--- src/rtl/multicyc_mem_port_pkg.sv ---
// MemPortPkg: shared types and constants for the multicycle CPU memory port.
//   state_e     - port FSM states (IDLE, WAIT, DONE)
//   Fault*      - codes reported on the sticky fault output
//   is_aligned  - word-alignment test on the two low address bits
package MemPortPkg;

    typedef enum logic [1:0] {
        IDLE = 2'd0,
        WAIT = 2'd1,
        DONE = 2'd2
    } state_e;

    localparam logic [1:0] FaultNone     = 2'b00;
    localparam logic [1:0] FaultMisalign = 2'b01;
    localparam logic [1:0] FaultTimeout  = 2'b10;

    function automatic logic is_aligned(input logic [1:0] addr_lsb);
        return addr_lsb == 2'b00;
    endfunction

endpackage

--- src/rtl/multicyc_mem_port_timeout_ctr.sv ---
// mem_timeout_ctr: counts WAIT cycles spent without a memory acknowledge.
//   clk, reset  - clock, asynchronous active-high reset
//   clear       - restart the count from zero (entering WAIT)
//   enable      - advance the count (WAIT cycle with no ack)
//   expire      - count has reached TIMEOUT-1, the last allowed WAIT cycle
module mem_timeout_ctr #(
    parameter int unsigned TIMEOUT = 255
) (
    input  logic clk,
    input  logic reset,
    input  logic clear,
    input  logic enable,
    output logic expire
);

    localparam int unsigned CntW = $clog2(TIMEOUT);
    localparam logic [CntW-1:0] LastCnt = CntW'(TIMEOUT - 1);

    logic [CntW-1:0] cnt_q, cnt_d;

    always_comb begin
        cnt_d = cnt_q;
        if (clear) begin
            cnt_d = '0;
        end else if (enable) begin
            // Wrap on the expiring cycle is harmless: the FSM leaves WAIT and
            // the next transaction clears the count.
            cnt_d = cnt_q + CntW'(1);
        end
    end

    always_ff @(posedge clk or posedge reset) begin
        if (reset) begin
            cnt_q <= '0;
        end else begin
            cnt_q <= cnt_d;
        end
    end

    assign expire = (cnt_q == LastCnt);

endmodule

--- src/rtl/multicyc_mem_port.sv ---
// multicyc_mem_port: adapter between the multicycle CPU and a variable-latency
// req/ack memory. One CPU access is latched, held on the memory side until
// acknowledged or timed out, and the controller is stalled meanwhile.
//   clk, reset           - clock, asynchronous active-high reset
//   cpu_rd, cpu_wr       - request levels, held by the CPU while cpu_stall=1
//   cpu_addr, cpu_wdata  - byte address and write data
//   cpu_rdata            - read data hold register (updates only on acked read)
//   cpu_stall            - controller must not advance while high
//   mem_req/we/addr/wdata- registered memory request
//   mem_ack, mem_rdata   - one-cycle acknowledge and its read data
//   fault, fault_clr     - sticky first fault (01 misaligned, 10 timeout), clear
module multicyc_mem_port
    import MemPortPkg::*;
#(
    parameter int unsigned ADDR_W  = 32,
    parameter int unsigned DATA_W  = 32,
    parameter int unsigned TIMEOUT = 255
) (
    input  logic              clk,
    input  logic              reset,
    input  logic              cpu_rd,
    input  logic              cpu_wr,
    input  logic [ADDR_W-1:0] cpu_addr,
    input  logic [DATA_W-1:0] cpu_wdata,
    output logic [DATA_W-1:0] cpu_rdata,
    output logic              cpu_stall,
    output logic              mem_req,
    output logic              mem_we,
    output logic [ADDR_W-1:0] mem_addr,
    output logic [DATA_W-1:0] mem_wdata,
    input  logic              mem_ack,
    input  logic [DATA_W-1:0] mem_rdata,
    output logic [1:0]        fault,
    input  logic              fault_clr
);

    state_e            state_q, state_d;
    logic              mem_req_q, mem_req_d;
    logic              mem_we_q, mem_we_d;
    logic [ADDR_W-1:0] mem_addr_q, mem_addr_d;
    logic [DATA_W-1:0] mem_wdata_q, mem_wdata_d;
    logic [DATA_W-1:0] rdata_q, rdata_d;
    logic [1:0]        fault_q, fault_d;

    logic       cpu_req;
    logic       start;
    logic       raise;
    logic [1:0] raise_code;
    logic       expire;

    assign cpu_req = cpu_rd | cpu_wr;

    mem_timeout_ctr #(
        .TIMEOUT (TIMEOUT)
    ) u_timeout_ctr (
        .clk    (clk),
        .reset  (reset),
        .clear  (start),
        .enable ((state_q == WAIT) && !mem_ack),
        .expire (expire)
    );

    always_comb begin
        state_d     = state_q;
        mem_req_d   = mem_req_q;
        mem_we_d    = mem_we_q;
        mem_addr_d  = mem_addr_q;
        mem_wdata_d = mem_wdata_q;
        rdata_d     = rdata_q;
        start       = 1'b0;
        raise       = 1'b0;
        raise_code  = FaultNone;
        cpu_stall   = 1'b0;

        unique case (state_q)
            IDLE: begin
                cpu_stall = cpu_req;
                if (cpu_req) begin
                    if (is_aligned(cpu_addr[1:0])) begin
                        start       = 1'b1;
                        mem_req_d   = 1'b1;
                        mem_we_d    = cpu_wr;  // rd and wr together means write
                        mem_addr_d  = cpu_addr;
                        mem_wdata_d = cpu_wdata;
                        state_d     = WAIT;
                    end else begin
                        raise      = 1'b1;
                        raise_code = FaultMisalign;
                        state_d    = DONE;
                    end
                end
            end
            WAIT: begin
                cpu_stall = 1'b1;
                // Ack wins over timeout on the last allowed cycle.
                if (mem_ack) begin
                    mem_req_d = 1'b0;
                    if (!mem_we_q) begin
                        rdata_d = mem_rdata;
                    end
                    state_d = DONE;
                end else if (expire) begin
                    mem_req_d  = 1'b0;
                    raise      = 1'b1;
                    raise_code = FaultTimeout;
                    state_d    = DONE;
                end
            end
            DONE: begin
                // Held request levels are ignored here so nothing is reissued.
                state_d = IDLE;
            end
            default: begin
                state_d   = IDLE;
                mem_req_d = 1'b0;
            end
        endcase

        // Only the first fault sticks; a fault arriving with a clear is kept.
        fault_d = fault_q;
        if (fault_clr) begin
            fault_d = FaultNone;
        end
        if (raise && (fault_q == FaultNone || fault_clr)) begin
            fault_d = raise_code;
        end
    end

    always_ff @(posedge clk or posedge reset) begin
        if (reset) begin
            state_q     <= IDLE;
            mem_req_q   <= 1'b0;
            mem_we_q    <= 1'b0;
            mem_addr_q  <= '0;
            mem_wdata_q <= '0;
            rdata_q     <= '0;
            fault_q     <= FaultNone;
        end else begin
            state_q     <= state_d;
            mem_req_q   <= mem_req_d;
            mem_we_q    <= mem_we_d;
            mem_addr_q  <= mem_addr_d;
            mem_wdata_q <= mem_wdata_d;
            rdata_q     <= rdata_d;
            fault_q     <= fault_d;
        end
    end

    assign mem_req   = mem_req_q;
    assign mem_we    = mem_we_q;
    assign mem_addr  = mem_addr_q;
    assign mem_wdata = mem_wdata_q;
    assign cpu_rdata = rdata_q;
    assign fault     = fault_q;

endmodule

--- config.mk ---
export PLATFORM = sky130hd
export DESIGN_NAME = multicyc_mem_port
export DESIGN_NICKNAME = d
export VERILOG_FILES = /design/src/rtl/multicyc_mem_port_pkg.sv /design/src/rtl/multicyc_mem_port_timeout_ctr.sv /design/src/rtl/multicyc_mem_port.sv
export SDC_FILE = /design/constraint.sdc
export NUM_CORES = 1
export LEC_CHECK = 0
export ABC_AREA = 1
export CAP_MARGIN = 30
export CORE_UTILIZATION = 46
export CTS_BUF_LIST = sky130_fd_sc_hd__clkbuf_4
export CTS_CLUSTER_DIAMETER = 30
export DETAILED_ROUTE_END_ITERATION = 8
export GPL_ROUTABILITY_DRIVEN = 1
export GPL_TIMING_DRIVEN = 0
export PLACE_DENSITY = 0.88
export SETUP_SLACK_MARGIN = 0.5
export SYNTH_ARGS = -nofsm -noshare
export SYNTH_HDL_FRONTEND = slang
export SYNTH_HIERARCHICAL = 1
export SYNTH_SLANG_ARGS = --single-unit
--- constraint.sdc ---
create_clock -name clk -period 6.1 [get_ports clk]
set_input_delay 1.22 -clock clk [delete_from_list [all_inputs] [get_ports clk]]
set_output_delay 1.22 -clock clk [all_outputs]
set_load 0.03 [all_outputs]
[Yosys cells after proc, flatten, opt, wreduce, memory -nomap -nowiden]
Cells that the tools add are included.
Widths: inputs -> output; s select.
Storage, ports and cells
  register bits: 110
  input port bits: 102
  output and inout port bits: 101
  word-level logic and storage cells: 59
Cells by class
  add/subtract/negate cells: 1
  equal/unequal tests: 6
  multiplexer cells: 28
  bitwise gates (word level): 3
  reduce and logical (&&, ||, !) cells: 13
Operators with widths (count)
  $mux 2: 8
  $mux 8: 2
  $mux 1: 13
  $add 8x1->8 const B: 1
  $eq 8x8->1 const B: 1
  $pmux 2 s2: 2
  $logic_not 2->1: 3
  $reduce_and 3->1: 2
  $ne 2x2->1 const B: 2
  $pmux 1 s2: 2
  $reduce_and 4->1: 1
  $reduce_bool 2->1: 2
  $ne 3x3->1 const B: 1
  $pmux 1 s3: 1
  $eq 2x1->1 const B: 1
  $eq 2x2->1 const B: 1
  $logic_and 1x1->1: 2
  $not 1->1: 2
  $reduce_and 2->1: 1
  $logic_not 1->1: 1
  $logic_or 1x1->1: 1
  $or 1x1->1: 1

[Logic depth before layout (Yosys ltp)]
Gate-level depths: netlist of run 1.
  depth in word-level cells: 6
  mapped depth: 12
  depth with buffers taken out: 11

[By module]
The synthesis of run 1 kept the hierarchy.
By module, submodules not included
  multicyc_mem_port: instances 1, cells an instance 452, area each 4005.1 um^2, sequential area each 2552.4 um^2
  mem_timeout_ctr: instances 1, cells an instance 60, area each 470.5 um^2, sequential area each 200.2 um^2

[Worst setup path after synthesis of run 1]
Ideal clock, no wire load.
  path type: input-to-output
  start: input cpu_wr
  end: output cpu_stall
  arrival time: 1.771 ns
  data required time: 4.880 ns
  setup slack: 3.109 ns
  cell stages on the path: 2
  path buffers: 0
  path through: nor2_1 > a21oi_1
Between the ends
  cells in the longest elaborated chain, start to end: 2
Ends and longest elaborated chain
  start: declaration: RTL line multicyc_mem_port.sv:22  | input logic cpu_wr,
  $or 1x1->1: RTL line multicyc_mem_port.sv:51  | assign cpu_req = cpu_rd | cpu_wr;
  $pmux 1 s2: RTL line multicyc_mem_port.sv:75  | unique case (state_q)
  end: declaration: RTL line multicyc_mem_port.sv:26  | output logic cpu_stall,
No other way between the ends.

[Final worst setup path of run 1]
Same ends and word-level chain as after synthesis.

==> impl_metrics.yaml, run 1 <==
timing:
  max_slew_margin_pct: 55.2
  setup_tns_ns: 0
  worst_pin_slew_ns: 0.667
  drv_slew: 0
  setup_viol: 0
  finalCriticalPeriod_ns: 3.90
  clock_skew_ns: 0.0264
  period_share_pct: 63.9
  timing.fmax_mhz: 256
  hold_violations: 0
  rsz0062_at_grt: "no"
die:
  die_h_um: 101
  fp.coreArea_um2: 9330
  die_area_um2: 10100
  die_w_um: 101
  start_util_pct: 48.0
  ios: 203
  placement_rows: 35
min_path:
  holdCritStartpoint: "cpu_rdata[30]"
  hp-class: "register to register"
global_routing:
  grt_pass1_wl_um: 19300
  grt_pass1_vias: 4136
  overflow: 0
  antenna_found_initial: 0
  grt_max_degree: 61
  grtUsageTotal_pct: 24.6
drt:
  drc: 0
  ant_nets: 0
  drtPass1Iterations: 4
  vias: 4085
  drt-total-wl_um: 12100
  drtIter0Drc: 186
  via_per_inst: 4.76
  drt-wirelength-per-cell_um: 14.1
clocking:
  cts_buffer_depth: 2
  clock_latency_ns: 0.45
  cts_tree: "done"
  h-tree-depth: 3
  path_clk_slew_ns: 0.15
  postCtsHoldBufs: 0
  post_cts_resized: 0
  clock-root-buffer: "clkbuf_4"
  post-cts-setup-buffers: 0
  cts_sinks: 110
  cts_made_buffers: 9
yosys:
  ys_types: 23
  ys_seq_elements: 110
  synth_warnings: 6
  syn-mean-instance-area_um2: 8.74
  synth_nets: 616
  syn_inst: 512
  syn_area_um2: 4480
  seq_area_frac_synth_pct: 61.5
final_layout:
  fill_cells: 712
  drive_above_1_share_pct: 7.12
  synthToLayoutAreaGrowth_pct: 52.0
  layout_common_cells: "284 x nand2_1, 202 x clkdlybuf4s50_1, 110 x dfrtp_1"
  fin_cells: 859
  design_area_um2: 6800
  nNetsFinal: 830
  final_common_cell: "nand2_1"
  utilization_pct: 72.9
  antenna_cells: 0
power_and_ir_drop:
  cellLeakagePower_nw: 3.38
  vdd_drop_max_mv: 0.347
  powerDensity_nw_per_um2: 509
critical_path:
  critPathMaxFanout: 3
  worstPathArrival_ns: 2.68
  worstReg2RegStart: "state_q[1]"
  path_class: "primary input to primary output"
  crit_path_end_kind: "primary output"
  required_ns: 4.88
  cpMostUsedCell: "clkdlybuf4s50_1"
  slowest_delay_ns: 0.72
  start_kind: "primary input"
  crit_chain: "clkdlybuf4s50_1 > nor2_1 > a21oi_1 > clkdlybuf4s50_1"
  cp_slowest_cell: "clkdlybuf4s50_1"
  critPathLaunch: "cpu_wr"
run_status:
  outcome: "finished clean"
job:
  maxCapViolCount: 0
place:
  gp_congestion: 0.784
  numPortBuffers: 202
  dp.cells: 844
  hpwl_um: 9230
  dpl_cell_area_um2: 6690
where the power goes:
group	internal [W]	switching, W
logic	0.000768	0.00112
clock network	0.0000848	0.000239
registers	0.00106	0.000197
total	0.00191	0.00155
metal layers:
layer / global-route usage [%] / wire [µm]
met1: 28.2 / 4760
met5: 0 / 0
met4: 7.92 / 220
met2: 43.2 / 5940
met3: 8.53 / 1160
layout make-up:
cell class | count | area (µm²) | area share [%]
Clock buffer | 9 | 67.6 | 0.993
Timing Repair Buffer | 203 | 2050 | 30.1
Clock inverter | 6 | 47.5 | 0.699
Multi-Input combinational cell | 361 | 1500 | 22.0
Buffer | 22 | 150 | 2.21
Sequential cell | 110 | 2750 | 40.5
Tap cell | 129 | 161 | 2.37
Inverter | 19 | 76.3 | 1.12
metrics by stage:
step                      worst slack (ns)  hold WS [ns]  total power [W]
final                                 2.20         0.491          0.00346
after global routing                  2.13         0.515          0.00366
after CTS                             2.20         0.495          0.00349
after detailed placement              2.22         0.452          0.00316
after global placement               0.745         0.450          0.00310
after floorplan                       2.20         0.482          0.00227
registers in the layout, summed over array words and instances (netlist names):
signal,count
cpu_rdata,32
fault,2
mem_addr,32
mem_req,1
mem_wdata,32
mem_we,1
state_q,2
u_timeout_ctr/cnt_q,8
critical path, delay by kind of cell:
family / cells / cell delay (ns)
AOI/OAI and AO/OA: 1 / 0.18
buffers and inverters: 2 / 1.21
and+or+nand+nor: 1 / 0.08
Yosys cell counts, drive strengths merged:
library cell / n / area share, %
nand2: 287 / 24
dfrtp: 110 / 62
nand3: 38 / 4.4
buf: 22 / 3.4
inv: 19 / 1.6
nor2: 18 / 2.2
a21oi: 5 / 0.56
o21ai: 5 / 0.56
ha: 2 / 0.56
nand4: 2 / 0.28
and3: 1 / 0.14
nand3b: 1 / 0.17
nor3: 1 / 0.11
o21bai: 1 / 0.17
kinds of logic after synthesis:
group / after synthesis / share of synthesized area [%]
adder cells (fa/ha/maj): 2 / 0.559
buffers and inverters: 41 / 5.00
AND/OR/NAND/NOR: 348 / 31.6
AO/OA/AOI/OAI: 11 / 1.29
flip-flops: 110 / 61.5
path summary, 6_finish.rpt:
path | end | slack [ns] | cells past startpoint
worst max register to register | u_timeout_ctr/cnt_q[6] | 4.36 | 11
min in group asynchronous | u_timeout_ctr/cnt_q[4] | 1.10 | 2
worst min register to register | cpu_rdata[30] | 0.49 | 2
worst max-delay path | cpu_stall | 2.20 | 4
max in group asynchronous | mem_addr[3] | 4.22 | 3
worst min-delay path | cpu_rdata[30] | 0.49 | 2
Power figures use the tool's default switching activity.
==> inputs of run 2 (changes only) <==
Settings changed: CORE_UTILIZATION 46 to 39, PLACE_DENSITY 0.88 to 0.79.
Clock period 6.1 ns to 3.1 ns, I/O delays scaled along.
==> run 2 against run 1 <==
Critical path type unchanged. Largest power group unchanged. First-iteration DRC count up 53%. Power up 99%. Hold slack worse by 0.00093 ns. Final area up 0.64%. Sequential share of layout area down 0.26 points. Die area up 18%.
==> impl_metrics.yaml, run 2 (synthesis gave the netlist of run 1 again) <==
final_layout:
  nNetsFinal: 831
  drive_above_1_share_pct: 7.24
  final_common_cell: "nand2_1"
  synthToLayoutAreaGrowth_pct: 53.0
  antenna_cells: 0
  layout_common_cells: "284 x nand2_1, 201 x clkdlybuf4s50_1, 110 x dfrtp_1"
global_routing:
  grt_pass1_wl_um: 19500
  grt_max_degree: 44
  overflow: 0
  grt_pass1_vias: 4150
  grtUsageTotal_pct: 21.6
  antenna_found_initial: 0
clocking:
  cts_buffer_depth: 2
  cts_tree: "done"
  cts_sinks: 110
  post_cts_resized: 1
  clock-root-buffer: "clkbuf_4"
  path_clk_slew_ns: 0.14
  h-tree-depth: 3
  postCtsHoldBufs: 0
  clock_latency_ns: 0.46
  cts_made_buffers: 9
  post-cts-setup-buffers: 0
timing:
  hold_violations: 0
  setup_tns_ns: 0
  drv_slew: 0
  worst_pin_slew_ns: 0.694
  setup_viol: 0
  max_slew_margin_pct: 53.4
  rsz0062_at_grt: "no"
  finalCriticalPeriod_ns: 2.47
  timing.fmax_mhz: 404
  layout_setup_ws_ns: 0.626
  period_share_pct: 79.8
  clock_skew_ns: 0.0143
die:
  ios: 203
  placement_rows: 38
  start_util_pct: 40.6
  die_area_um2: 11900
  die_w_um: 109
  fp.coreArea_um2: 11000
  die_h_um: 109
drt:
  vias: 4090
  drtPass1Iterations: 4
  drt-total-wl_um: 12400
  via_per_inst: 4.69
  drtIter0Drc: 284
  drc: 0
  ant_nets: 0
  drt-wirelength-per-cell_um: 14.2
critical_path:
  crit_path_end_kind: "primary output"
  path_class: "primary input to primary output"
  crit_buf_inv: 2
  critical_path_depth: 4
  crit_chain: "clkdlybuf4s50_1 > nor2_1 > a21oi_1 > dlygate4sd2_1"
  critPathMaxFanout: 3
  reg2reg_setup_slack_ns: 1.32
  cp_slowest_cell: "clkdlybuf4s50_1"
  required_ns: 2.48
  cp_top_family: "buffers and inverters"
  start_kind: "primary input"
  worstPathArrival_ns: 1.85
  r2r_cells: 10
  slowest_delay_ns: 0.48
power_and_ir_drop:
  cellLeakagePower_nw: 3.40
  vdd_drop_max_mv: 0.705
  powerDensity_nw_per_um2: 1010
place:
  hpwl_um: 9400
  numPortBuffers: 202
  pre_cts_slack_ns: 0.418
  gp_congestion: 0.772
run_status:
  outcome: "finished clean"
job:
  maxCapViolCount: 0
min_path:
  holdPathStages: 2
  hp-class: "register to register"
-- run 2: final timing paths --
| check | from | endpoint |
|---|---|---|
| worst max-delay path | cpu_wr | cpu_stall |
| worst min-delay path | cpu_rdata[7] | cpu_rdata[7] |
| worst max register to register | state_q[1] | u_timeout_ctr/cnt_q[2] |
| worst min register to register | cpu_rdata[7] | cpu_rdata[7] |
| max in group asynchronous | reset | mem_wdata[13] |
| min in group asynchronous | reset | u_timeout_ctr/cnt_q[7] |
-- run 2: tightest hold or removal path, delay by kind of cell (launching register included) --
kind,cells,cell delay (ns)
DFF,1,0.37
and+or+nand+nor,2,0.10
-- run 2: routing by layer --
metal	vias to the layer above	track usage [%]	wire, µm	part of all wire (%)
met3	18	8.61	1230	9.9
met4	0	9.07	238	1.9
met1	1899	24.1	4880	39
li1	2001	-	-	-
met5	-	0	0	0
met2	172	36.5	6020	49
-- run 2: cell type report --
| type | count | area (µm²) |
|---|---|---|
| Buffer | 22 | 150 |
| Clock buffer | 11 | 82.6 |
| Clock inverter | 5 | 50.0 |
| Fill cell | 959 | 4180 |
| Inverter | 19 | 77.6 |
| Multi-Input combinational cell | 361 | 1500 |
| Sequential cell | 110 | 2750 |
| Tap cell | 140 | 175 |
| Timing Repair Buffer | 204 | 2060 |
-- run 2: per-stage QoR --
stage	total power [W]	cell area [µm²]	cells	utilization [%]	hold WS, ns
global placement	0.00612	6680	854	60.5	0.454
global route	0.00728	6850	872	62.1	0.490
CTS	0.00696	6850	872	62.1	0.464
finish	0.00688	6850	872	62.1	0.490
floorplan	0.00448	4480	512	-	0.436
detailed placement	0.00622	6720	856	60.9	0.459
-- run 2: where the power goes --
part / total [W] / switching (W) / internal, W / leakage (nW)
sequential: 0.00248 / 0.000401 / 0.00208 / 1.39
combinational: 0.00369 / 0.00219 / 0.00151 / 1.94
clock: 0.000706 / 0.000447 / 0.000259 / 0.0719
total: 0.00688 / 0.00303 / 0.00385 / 3.40
==> inputs of run 3 (changes only) <==
Settings changed: CORE_UTILIZATION 39 to 43, PLACE_DENSITY 0.79 to 0.83.
Clock period 3.1 ns to 2.3 ns, I/O delays scaled along.
==> run 3 against run 2 <==
Clock power increased by 42%. Critical path depth decreased by 3. Setup slack got worse by 0.059 ns. Wire length decreased by 3.0%. Power increased by 27%. Cell count decreased by 0.46%. Sequential share of layout area increased by 0.20 points. Final area decreased by 0.44%. Die area decreased by 9.1%. Via count increased by 1.1%.
==> impl_metrics.yaml, run 3 (synthesis gave the netlist of run 1 again) <==
timing:
  max_slew_margin_pct: 50.9
  setup_viol: 0
  rsz0062_at_grt: "yes"
  worst_pin_slew_ns: 0.735
  hold_violations: 0
  finalCriticalPeriod_ns: 1.73
  drv_slew: 0
  period_share_pct: 75.3
  clock_skew_ns: 0.0134
  timing.fmax_mhz: 577
  setup_tns_ns: 0
global_routing:
  grt_pass1_wl_um: 20100
  antenna_found_initial: 0
  overflow: 0
  grt_pass1_vias: 4197
  grtUsageTotal_pct: 23.3
  grt_max_degree: 43
die:
  placement_rows: 36
  ios: 203
  start_util_pct: 45.2
  die_w_um: 104
  fp.coreArea_um2: 9910
  die_area_um2: 10800
  die_h_um: 104
drt:
  via_per_inst: 4.77
  drt-total-wl_um: 12000
  ant_nets: 0
  drtIter0Drc: 216
  drt-wirelength-per-cell_um: 13.8
  vias: 4137
  drc: 0
  drtPass1Iterations: 5
place:
  gp_congestion: 0.869
  numPortBuffers: 202
  dp.cells: 849
  hpwl_um: 9110
final_layout:
  antenna_cells: 0
  drive_above_1_share_pct: 8.71
  fin_cells: 868
  synthToLayoutAreaGrowth_pct: 52.3
  layout_common_cells: "284 x nand2_1, 109 x dfrtp_1, 99 x clkdlybuf4s50_1"
  final_common_cell: "nand2_1"
  nNetsFinal: 834
run_status:
  outcome: "finished clean"
clocking:
  clock_latency_ns: 0.45
  cts_made_buffers: 9
  path_clk_slew_ns: 0.17
  cts_sinks: 110
  cts_buffer_depth: 2
  cts_tree: "done"
  clock-root-buffer: "clkbuf_4"
  h-tree-depth: 3
critical_path:
  crit_path_end_kind: "primary output"
  crit_buf_inv: 1
  path_class: "register to primary output"
  start_kind: "register"
  cp_top_family: "buffers and inverters"
  crit_chain: "dlygate4sd2_1"
  required_ns: 1.84
  cp_slowest_cell: "dlygate4sd2_1"
  critPathMaxFanout: 2
  slowest_delay_ns: 0.45
  worstPathArrival_ns: 1.27
power_and_ir_drop:
  powerDensity_nw_per_um2: 1280
  cellLeakagePower_nw: 3.67
  vdd_drop_max_mv: 0.797
min_path:
  hp-class: "primary input to register"
job:
  maxCapViolCount: 0
==> run 3: worst paths after layout <==
kind	start	endpoint	slack, ns	depth (start not counted)
worst max-delay path	mem_addr[30]	mem_addr[30]	0.57	1
worst min-delay path	cpu_wr	mem_we	0.30	3
worst max register to register	state_q[1]	u_timeout_ctr/cnt_q[2]	0.65	10
worst min register to register	mem_addr[1]	mem_addr[1]	0.48	2
max in group asynchronous	reset	mem_wdata[23]	1.18	3
min in group asynchronous	reset	u_timeout_ctr/cnt_q[0]	0.33	2
==> run 3: repair_timing <==
item	CTS	global route
gates resized for setup	103	40
endpoints found under the hold margin	0	0
hold buffers	0	0
gates cloned	0	0
setup buffers	0	3
endpoints found under the setup margin	103	28
pin swaps	0	3
==> run 3: power by group <==
| group | leakage [nW] | internal [W] | switching (W) |
|---|---|---|---|
| clock | 0.0760 | 0.000347 | 0.000655 |
| sequential | 1.39 | 0.00280 | 0.000507 |
| combinational | 2.20 | 0.00148 | 0.00296 |
==> run 3: area by class of cell <==
| class | count | area, µm² |
|---|---|---|
| fill | 824 | 3090 |
| sequential | 110 | 2750 |
| timing repair buffer | 207 | 1990 |
| multi-input combinational | 361 | 1520 |
| tap | 133 | 166 |
| buffer | 22 | 158 |
| inverter | 19 | 82.6 |
| clock inverter | 7 | 81.3 |
| clock buffer | 9 | 67.6 |
==> run 3: layer usage <==
metal	part of all wire, %	vias to the layer above	track usage, %
li1	-	2011	-
met2	46	203	38.5
met5	0	-	0
met3	10	24	7.96
met4	2.6	0	9.49
met1	41	1899	27.9
==> run 3: per-stage QoR <==
stage                     setup WS (ns)  utilization (%)  power (W)  instance area, µm²  hold WS [ns]
after floorplan                   0.622                -    0.00603                4480         0.276
after global placement           -0.390             67.3    0.00824                6670         0.454
after detailed placement        -0.0870             67.7    0.00837                6710         0.458
after CTS                         0.277             67.9    0.00875                6730         0.312
after global routing              0.494             68.8    0.00928                6820         0.264
final                             0.568             68.8    0.00875                6820         0.303
